### src/rtl/uart_tx_frame.sv
// UART transmitter: one word per valid/ready handshake, sent LSB first with elaboration-time
// data width, parity and stop-bit count. Frames stream back-to-back while in_valid stays high.
module uart_tx_frame #(
  parameter int CLK_FREQ  = 100000000,
  parameter int BAUD      = 115200,
  parameter int DATA_BITS = 8,
  parameter int PARITY    = 0,
  parameter int STOP_BITS = 1
) (
  input  logic                 clk,
  input  logic                 rst_n,
  input  logic                 in_valid,
  output logic                 in_ready,
  input  logic [DATA_BITS-1:0] input_data,
  output logic                 busy,
  output logic                 tx
);

  localparam int CLKS_PER_BIT = CLK_FREQ / BAUD;
  localparam int CNT_W        = (CLKS_PER_BIT > 1) ? $clog2(CLKS_PER_BIT) : 1;
  localparam int IDX_W        = (DATA_BITS > 1) ? $clog2(DATA_BITS) : 1;

  localparam logic [CNT_W-1:0] CNT_MAX    = CNT_W'(CLKS_PER_BIT - 1);
  localparam logic [IDX_W-1:0] LAST_IDX   = IDX_W'(DATA_BITS - 1);
  localparam logic             LAST_STOP  = (STOP_BITS == 2);
  localparam bit               HAS_PARITY = (PARITY != 0);

  if (DATA_BITS < 5 || DATA_BITS > 9 || PARITY < 0 || PARITY > 2 ||
      STOP_BITS < 1 || STOP_BITS > 2 || CLKS_PER_BIT < 2) begin : g_param_check
    $error("uart_tx_frame: illegal parameters DATA_BITS=%0d PARITY=%0d STOP_BITS=%0d CLKS_PER_BIT=%0d",
           DATA_BITS, PARITY, STOP_BITS, CLKS_PER_BIT);
  end

  typedef enum logic [2:0] {
    S_IDLE,
    S_START,
    S_DATA,
    S_PARITY,
    S_STOP
  } state_t;

  state_t               state_q, state_d;
  logic [CNT_W-1:0]     cnt_q, cnt_d;
  logic [IDX_W-1:0]     idx_q, idx_d;
  logic                 stop_q, stop_d;
  logic [DATA_BITS-1:0] shreg_q, shreg_d;
  logic                 par_q, par_d;
  logic                 tx_d, busy_d, ready_d;
  logic                 accept, bit_done, frame_end, load;

  always_comb begin
    // NOTE: every signal written here gets a default first, so no path can infer a latch.
    state_d   = state_q;
    cnt_d     = cnt_q;
    idx_d     = idx_q;
    stop_d    = stop_q;
    shreg_d   = shreg_q;
    par_d     = par_q;
    accept    = in_valid && in_ready;
    bit_done  = (cnt_q == '0);
    frame_end = (state_q == S_STOP) && bit_done && (stop_q == LAST_STOP);
    load      = accept && ((state_q == S_IDLE) || frame_end);

    case (state_q)
      S_IDLE: ;
      S_START: begin
        if (bit_done) begin
          state_d = S_DATA;
          cnt_d   = CNT_MAX;
          idx_d   = '0;
        end else begin
          cnt_d = cnt_q - CNT_W'(1);
        end
      end
      S_DATA: begin
        if (bit_done) begin
          cnt_d = CNT_MAX;
          if (idx_q == LAST_IDX) begin
            state_d = HAS_PARITY ? S_PARITY : S_STOP;
            stop_d  = 1'b0;
          end else begin
            idx_d   = idx_q + IDX_W'(1);
            shreg_d = shreg_q >> 1;
          end
        end else begin
          cnt_d = cnt_q - CNT_W'(1);
        end
      end
      S_PARITY: begin
        if (bit_done) begin
          state_d = S_STOP;
          cnt_d   = CNT_MAX;
          stop_d  = 1'b0;
        end else begin
          cnt_d = cnt_q - CNT_W'(1);
        end
      end
      S_STOP: begin
        if (bit_done) begin
          if (stop_q == LAST_STOP) begin
            state_d = S_IDLE;
          end else begin
            stop_d = 1'b1;
            cnt_d  = CNT_MAX;
          end
        end else begin
          cnt_d = cnt_q - CNT_W'(1);
        end
      end
      default: state_d = S_IDLE;
    endcase

    // An accept in the last stop cycle overrides the drop to IDLE: gapless next frame.
    if (load) begin
      state_d = S_START;
      cnt_d   = CNT_MAX;
      shreg_d = input_data;
      par_d   = (PARITY == 2) ? ^input_data : ~^input_data;
    end

    // Outputs are computed from the next state so they can be registered without lag.
    case (state_d)
      S_START:  tx_d = 1'b0;
      S_DATA:   tx_d = shreg_d[0];
      S_PARITY: tx_d = par_d;
      default:  tx_d = 1'b1;
    endcase
    busy_d  = (state_d != S_IDLE);
    ready_d = (state_d == S_IDLE) ||
              ((state_d == S_STOP) && (stop_d == LAST_STOP) && (cnt_d == '0));
  end

  // NOTE: sequential state uses non-blocking assignments so every flop samples pre-edge values.
  always_ff @(posedge clk or negedge rst_n) begin
    if (!rst_n) begin
      state_q  <= S_IDLE;
      cnt_q    <= '0;
      idx_q    <= '0;
      stop_q   <= 1'b0;
      tx       <= 1'b1;
      busy     <= 1'b0;
      in_ready <= 1'b0;
    end else begin
      state_q  <= state_d;
      cnt_q    <= cnt_d;
      idx_q    <= idx_d;
      stop_q   <= stop_d;
      tx       <= tx_d;
      busy     <= busy_d;
      in_ready <= ready_d;
    end
  end

  // NOTE: the payload registers are always loaded before they reach tx, so they carry no reset.
  always_ff @(posedge clk) begin
    shreg_q <= shreg_d;
    par_q   <= par_d;
  end

endmodule

### config.mk
export PLATFORM = sky130hd
export DESIGN_NAME = uart_tx_frame
export DESIGN_NICKNAME = d
export VERILOG_FILES = /design/src/rtl/uart_tx_frame.sv
export SDC_FILE = /design/constraint.sdc
export NUM_CORES = 1
export LEC_CHECK = 0
export BUFFER_PORTS_ARGS = -buffer_cell sky130_fd_sc_hd__buf_4
export CORE_MARGIN = 1
export CORE_UTILIZATION = 25
export DETAILED_ROUTE_END_ITERATION = 12
export SLEW_MARGIN = 20
export SYNTH_ARGS = -nofsm -noshare
export SYNTH_HDL_FRONTEND = slang
export SYNTH_SLANG_ARGS = --single-unit
### constraint.sdc
create_clock -name clk -period 3.4 [get_ports clk]
set_input_delay 0 -clock clk [delete_from_list [all_inputs] [get_ports clk]]
set_output_delay 0 -clock clk [all_outputs]
set_load 0.02 [all_outputs]
# Yosys cells after proc, flatten, opt, wreduce, memory -nomap -nowiden
# Cells that the tools add are included.
# Widths: inputs -> output; s select.
# word_totals
reg_bits,29
inputBits,11
elab_cells,76
# op_classes
n_addsub,2
n_eq_ne,13
muxes,29
n_bitwise,2
reduce_logical,20
# op_table
operator,n
$mux 10,4
$mux 8,4
$mux 3,10
$logic_not 10->1,2
$pmux 10 s2,1
$pmux 3 s5,1
$eq 3x2->1 const B,4
$sub 10x1->10 const B,1
$eq 3x3->1 const B,3
$ne 2x2->1 const B,4
$reduce_xnor 8->1,1
$eq 3x1->1 const B,2
$logic_and 1x1->1,6
$logic_not 3->1,2
$mux 1,6
$pmux 1 s3,2
$pmux 3 s2,1
$reduce_bool 2->1,3
$reduce_and 4->1,1
$add 3x1->3 const B,1
$reduce_and 3->1,1
$reduce_bool 3->1,1
$reduce_or 3->1,1
$logic_or 1x1->1,2
$not 1->1,2

# Depth between registers and ports, before layout
# depth
word_depth,10
ltp_mapped,10
mapped_depth_nobuf,9

# Least setup slack after synthesis
# OpenSTA, ideal clock, no wires.
# synth_timing
path_kind,register -> register
startpoint,reg cnt_q[0]
endpoint,reg in_ready
t_arrival_ns,2.672
required_ns,3.313
path_slack_ns,0.642
path_stages_with_launch,11
path_buffers,1
synth_period_minus_slack_ns,2.758
cell_sequence,dfrtp_1 -> inv_1 -> ha_1 -> or3b_2 -> clkbuf_1 -> nor3_1 -> xnor2_1 -> or4b_2 -> a21oi_1 -> nand4b_1 -> a211oi_2
# synth_between
elab_chain_len,10
word_cells_on_any_way,28
classes_between,add/sub: 1; eq/ne: 1; mux: 15; bitwise: 1; reduce/logical: 10
# synth_lines
element,line_no,source
from (decl),43,"logic [CNT_W-1:0] cnt_q, cnt_d;"
from (signal assigned),145,cnt_q <= cnt_d;
branches (longest 9 deep; another with $sub 10x1->10),n/a,
$logic_or 1x1->1 (*),129,ready_d = (state_d == S_IDLE) ||
named net ready_d,48,"logic tx_d, busy_d, ready_d;"
to (signal assigned),150,in_ready <= ready_d;
to (decl),13,"output logic in_ready,"
# Mark *: on every way through the listed nets, which the timed path passes.
# A chain may end at the register's enable or synchronous reset.

# Worst setup path in the final report
# layout_timing
startpoint,reg cnt_q[1]
endpoint,reg in_ready
# layout_between
word_cells_on_any_way,28
classes_between,add/sub: 1; eq/ne: 1; mux: 15; bitwise: 1; reduce/logical: 10
# layout_rtl
element,line_no,source
$logic_not 10->1 (*),60,bit_done = (cnt_q == '0);
$mux 1 (on tied branches),"99, 76, 90",
$pmux 1 s3 (*),64,case (state_q)
named net stop_d,45,"logic stop_q, stop_d;"
$not 1->1 (*),130,((state_d == S_STOP) && (stop_d == LAST_STOP) && (cnt_d == '0));
$logic_and 1x1->1 (*) (2 in series),130,
$logic_or 1x1->1 (*),129,
named net ready_d,48,
# The timed path passes the listed nets; every way through them passes the cells marked *.

==> out/metrics.yaml <==
grt_pass1_vias: 1378
path_clk_slew_ns: 0.07
die_height_um: 86.3
worstPathCellList: "inv_1 > ha_1 > or4b_1 > or3_4 > or3_1 > and2_4 > nor3_2 > nand4b_1 > a211oi_2"
hp-class: "in2reg"
rsz0062_at_grt: "false"
remaining_drc_errors: 0
post_cts_buffers: 0
cts_buffer_depth: 2
syn-cell-area_mm2: 0.00178
hold_start: "input_data[7]"
yosysTopAreaCell: "dfrtp_1"
grt_util_met3_pct: 3.24
grt_usage_pct: 11.7
synth_edf_count: 7
die_x_um: 86.3
synthArstFlopShare_pct: 69.0
power_leakage_nw: 0.732
synth.most_common_cell: "dfrtp_1"
path_max_fanout: 11
seq_area_frac_synth_pct: 42.3
path_delay_family: "simple AND/OR/NAND/NOR gates"
post-route-period-util_pct: 86.1
slowest_stage: "or4b_1"
cts_max_level: 2
fin_crit_ns: 2.93
r2r-end: "in_ready"
power_density_mw_per_mm2: 324
avgSynthCellArea_um2: 9.87
holdPathEnd: "shreg_q[7]"
cts_inserted_buffers: 5
dpl.hpwl_um: 2880
place_congestion: 0.905
grt_first_pass_wirelength_um: 6680
ys_types: 54
multi_input_area_um2: 945
io_buffers: 13
ios: 14
synth_common_cells: "dfrtp_1 (19), nand2_1 (16), o21ai_0 (14)"
top_usage_layer: "met2"
cts.sinks: 29
first_pass_iters: 4
wl_um: 4010
relSlewSlack_pct: 57.9
num_rows: 30
wire_per_inst_um: 13.8
use_met1_pct: 16.5
antenna_found_initial: 0
n_fill_cell: 745
cts_tree: "built"
initial_core_util_pct: 26.0
max_stage_delay_ns: 0.54
n_antenna_cell: 0
hold_violations: 0
syn_to_final_growth_pct: 15.1
use_met2_pct: 17.0
ir_drop_mv: 0.218
core-area_mm2: 0.00683
critical_path_class: "reg2reg"
rr_startpoint: "cnt_q[1]"
setup_viol: 0
fin_skew_ns: 0.00761
hold_depth: 2
crit_arrival_ns: 3.13
start_kind: "register"
ff2ff_setup_slack_ns: 0.47
drive_gt1_share_pct: 23.2
crit_path_end_kind: "register"
synth_top_flop_cell: "dfrtp_1"
ys_ff_latch: 29
slew_violations: 0
overflow: 0
worst_slew_pin_slew_ns: 0.623
grt_max_degree: 21
maxCapViolCount: 0
synth_nets: 195
synth_top_area_share_pct: 26.8
drtIter0Drc: 123
vias: 1411
worstPathBufferInverterCount: 1
rr_worst_depth: 9
yosys_warnings: 0
synth_cells: 180
synth_area_leaders: "dfrtp_1 (27%), edfxtp_1 (12%), o21ai_0 (3.9%)"
cts_root_buffer: "clkbuf_8"
dieArea_mm2: 0.00745
fmax_mhz: 342
status: "finished clean"
seq_area_um2: 752
vias_per_cell: 4.87
fin_nets: 208
final_antenna_net_count: 0
insertion_delay_ns: 0.28
fin_hold_ws_ns: 0.0215
cp.required_ns: 3.60
fin_tns_setup_ns: 0
==> power breakdown <==
part | total (mW) | switching (mW) | internal [mW]
registers | 0.355 | 0 | 0.355
clock network | 0.277 | 0.135 | 0.142
logic | 0.0307 | 0.0138 | 0.0169
==> cell families (layout without fill, tap and decap cells) <==
group	Yosys count	count (layout)	share of synthesized area, %
AOI/OAI and AO/OA	54	54	22.0
xor gates and xnor gates	9	9	4.44
adders and majority gates	4	4	2.82
buffers and inverters	15	29	4.51
DFF	29	29	42.3
and+or+nand+nor	69	69	23.9
==> flip-flops by register name, indices dropped and copies added (netlist names) <==
signal and count:
state_q 3, in_ready 1, busy 1, tx 1
idx_q 3, par_q 1, shreg_q 8, stop_q 1
cnt_q 10
==> worst register-to-register path, delay by kind of cell (launching register included) <==
family                     cells  cell delay (ns)
AOI/OAI and AO/OA              1             0.22
adders and majority gates      1             0.19
buffers and inverters          1             0.15
DFF                            1             0.43
and+or+nand+nor                6             1.86
==> how the worst max path moves through the flow <==
stage | from | to | cells past startpoint | slack [ns]
floorplan | cnt_q[0] | in_ready | 10 | 0.64
global placement | cnt_q[0] | tx | 9 | 0.56
detailed placement | cnt_q[0] | in_ready | 9 | 0.49
CTS | cnt_q[0] | in_ready | 9 | 0.49
global route | cnt_q[0] | tx | 9 | 0.34
finish | cnt_q[1] | in_ready | 9 | 0.47
==> cells in the final DEF (no fill, tap or decap), types with 3 or more instances in the layout <==
| cell | count |
|---|---|
| a21oi_1 | 11 |
| a22o_1 | 6 |
| buf_4 | 16 |
| clkbuf_8 | 5 |
| dfrtp_1 | 19 |
| edfxtp_1 | 7 |
| ha_1 | 4 |
| inv_1 | 4 |
| nand2_1 | 16 |
| nand2b_1 | 3 |
| nand3_1 | 4 |
| nor2_1 | 8 |
| nor3_1 | 4 |
| nor4_1 | 3 |
| o21ai_0 | 14 |
| o311ai_0 | 3 |
| o31ai_1 | 3 |
| o41ai_1 | 3 |
| or2_2 | 3 |
| or3_1 | 5 |
| xnor2_1 | 7 |
==> routing by layer <==
metal,share of wire (%),vias to the layer above
met1,51,665
met3,4.1,6
li1,-,709
met5,0,-
met4,0.87,0
met2,44,31
==> through the flow <==
stage	util, %	cell area (um2)	power [mW]	cells	setup WS [ns]
global route	29.9	2040	0.685	290	0.342
global placement	28.6	1950	0.392	281	0.561
CTS	29.9	2040	0.671	290	0.490
finish	29.9	2040	0.663	290	0.472
detailed placement	28.6	1950	0.392	281	0.486
floorplan	-	1780	0.375	180	0.642
==> cell type report <==
type	instances	share of cell area, %
multi-input cells	136	46.2
flip-flops and latches	29	36.8
clock buffers	6	3.55
well taps	96	5.88
clock inverters	2	0.490
repair buffers	17	6.36
inverters	4	0.734
==> timing repair <==
item,in CTS,in global routing
hold buffers,1,0
endpoints found under the hold margin,20,0
resized for setup,0,0
setup endpoints to repair,0,0
Power figures use the tool's default switching activity.
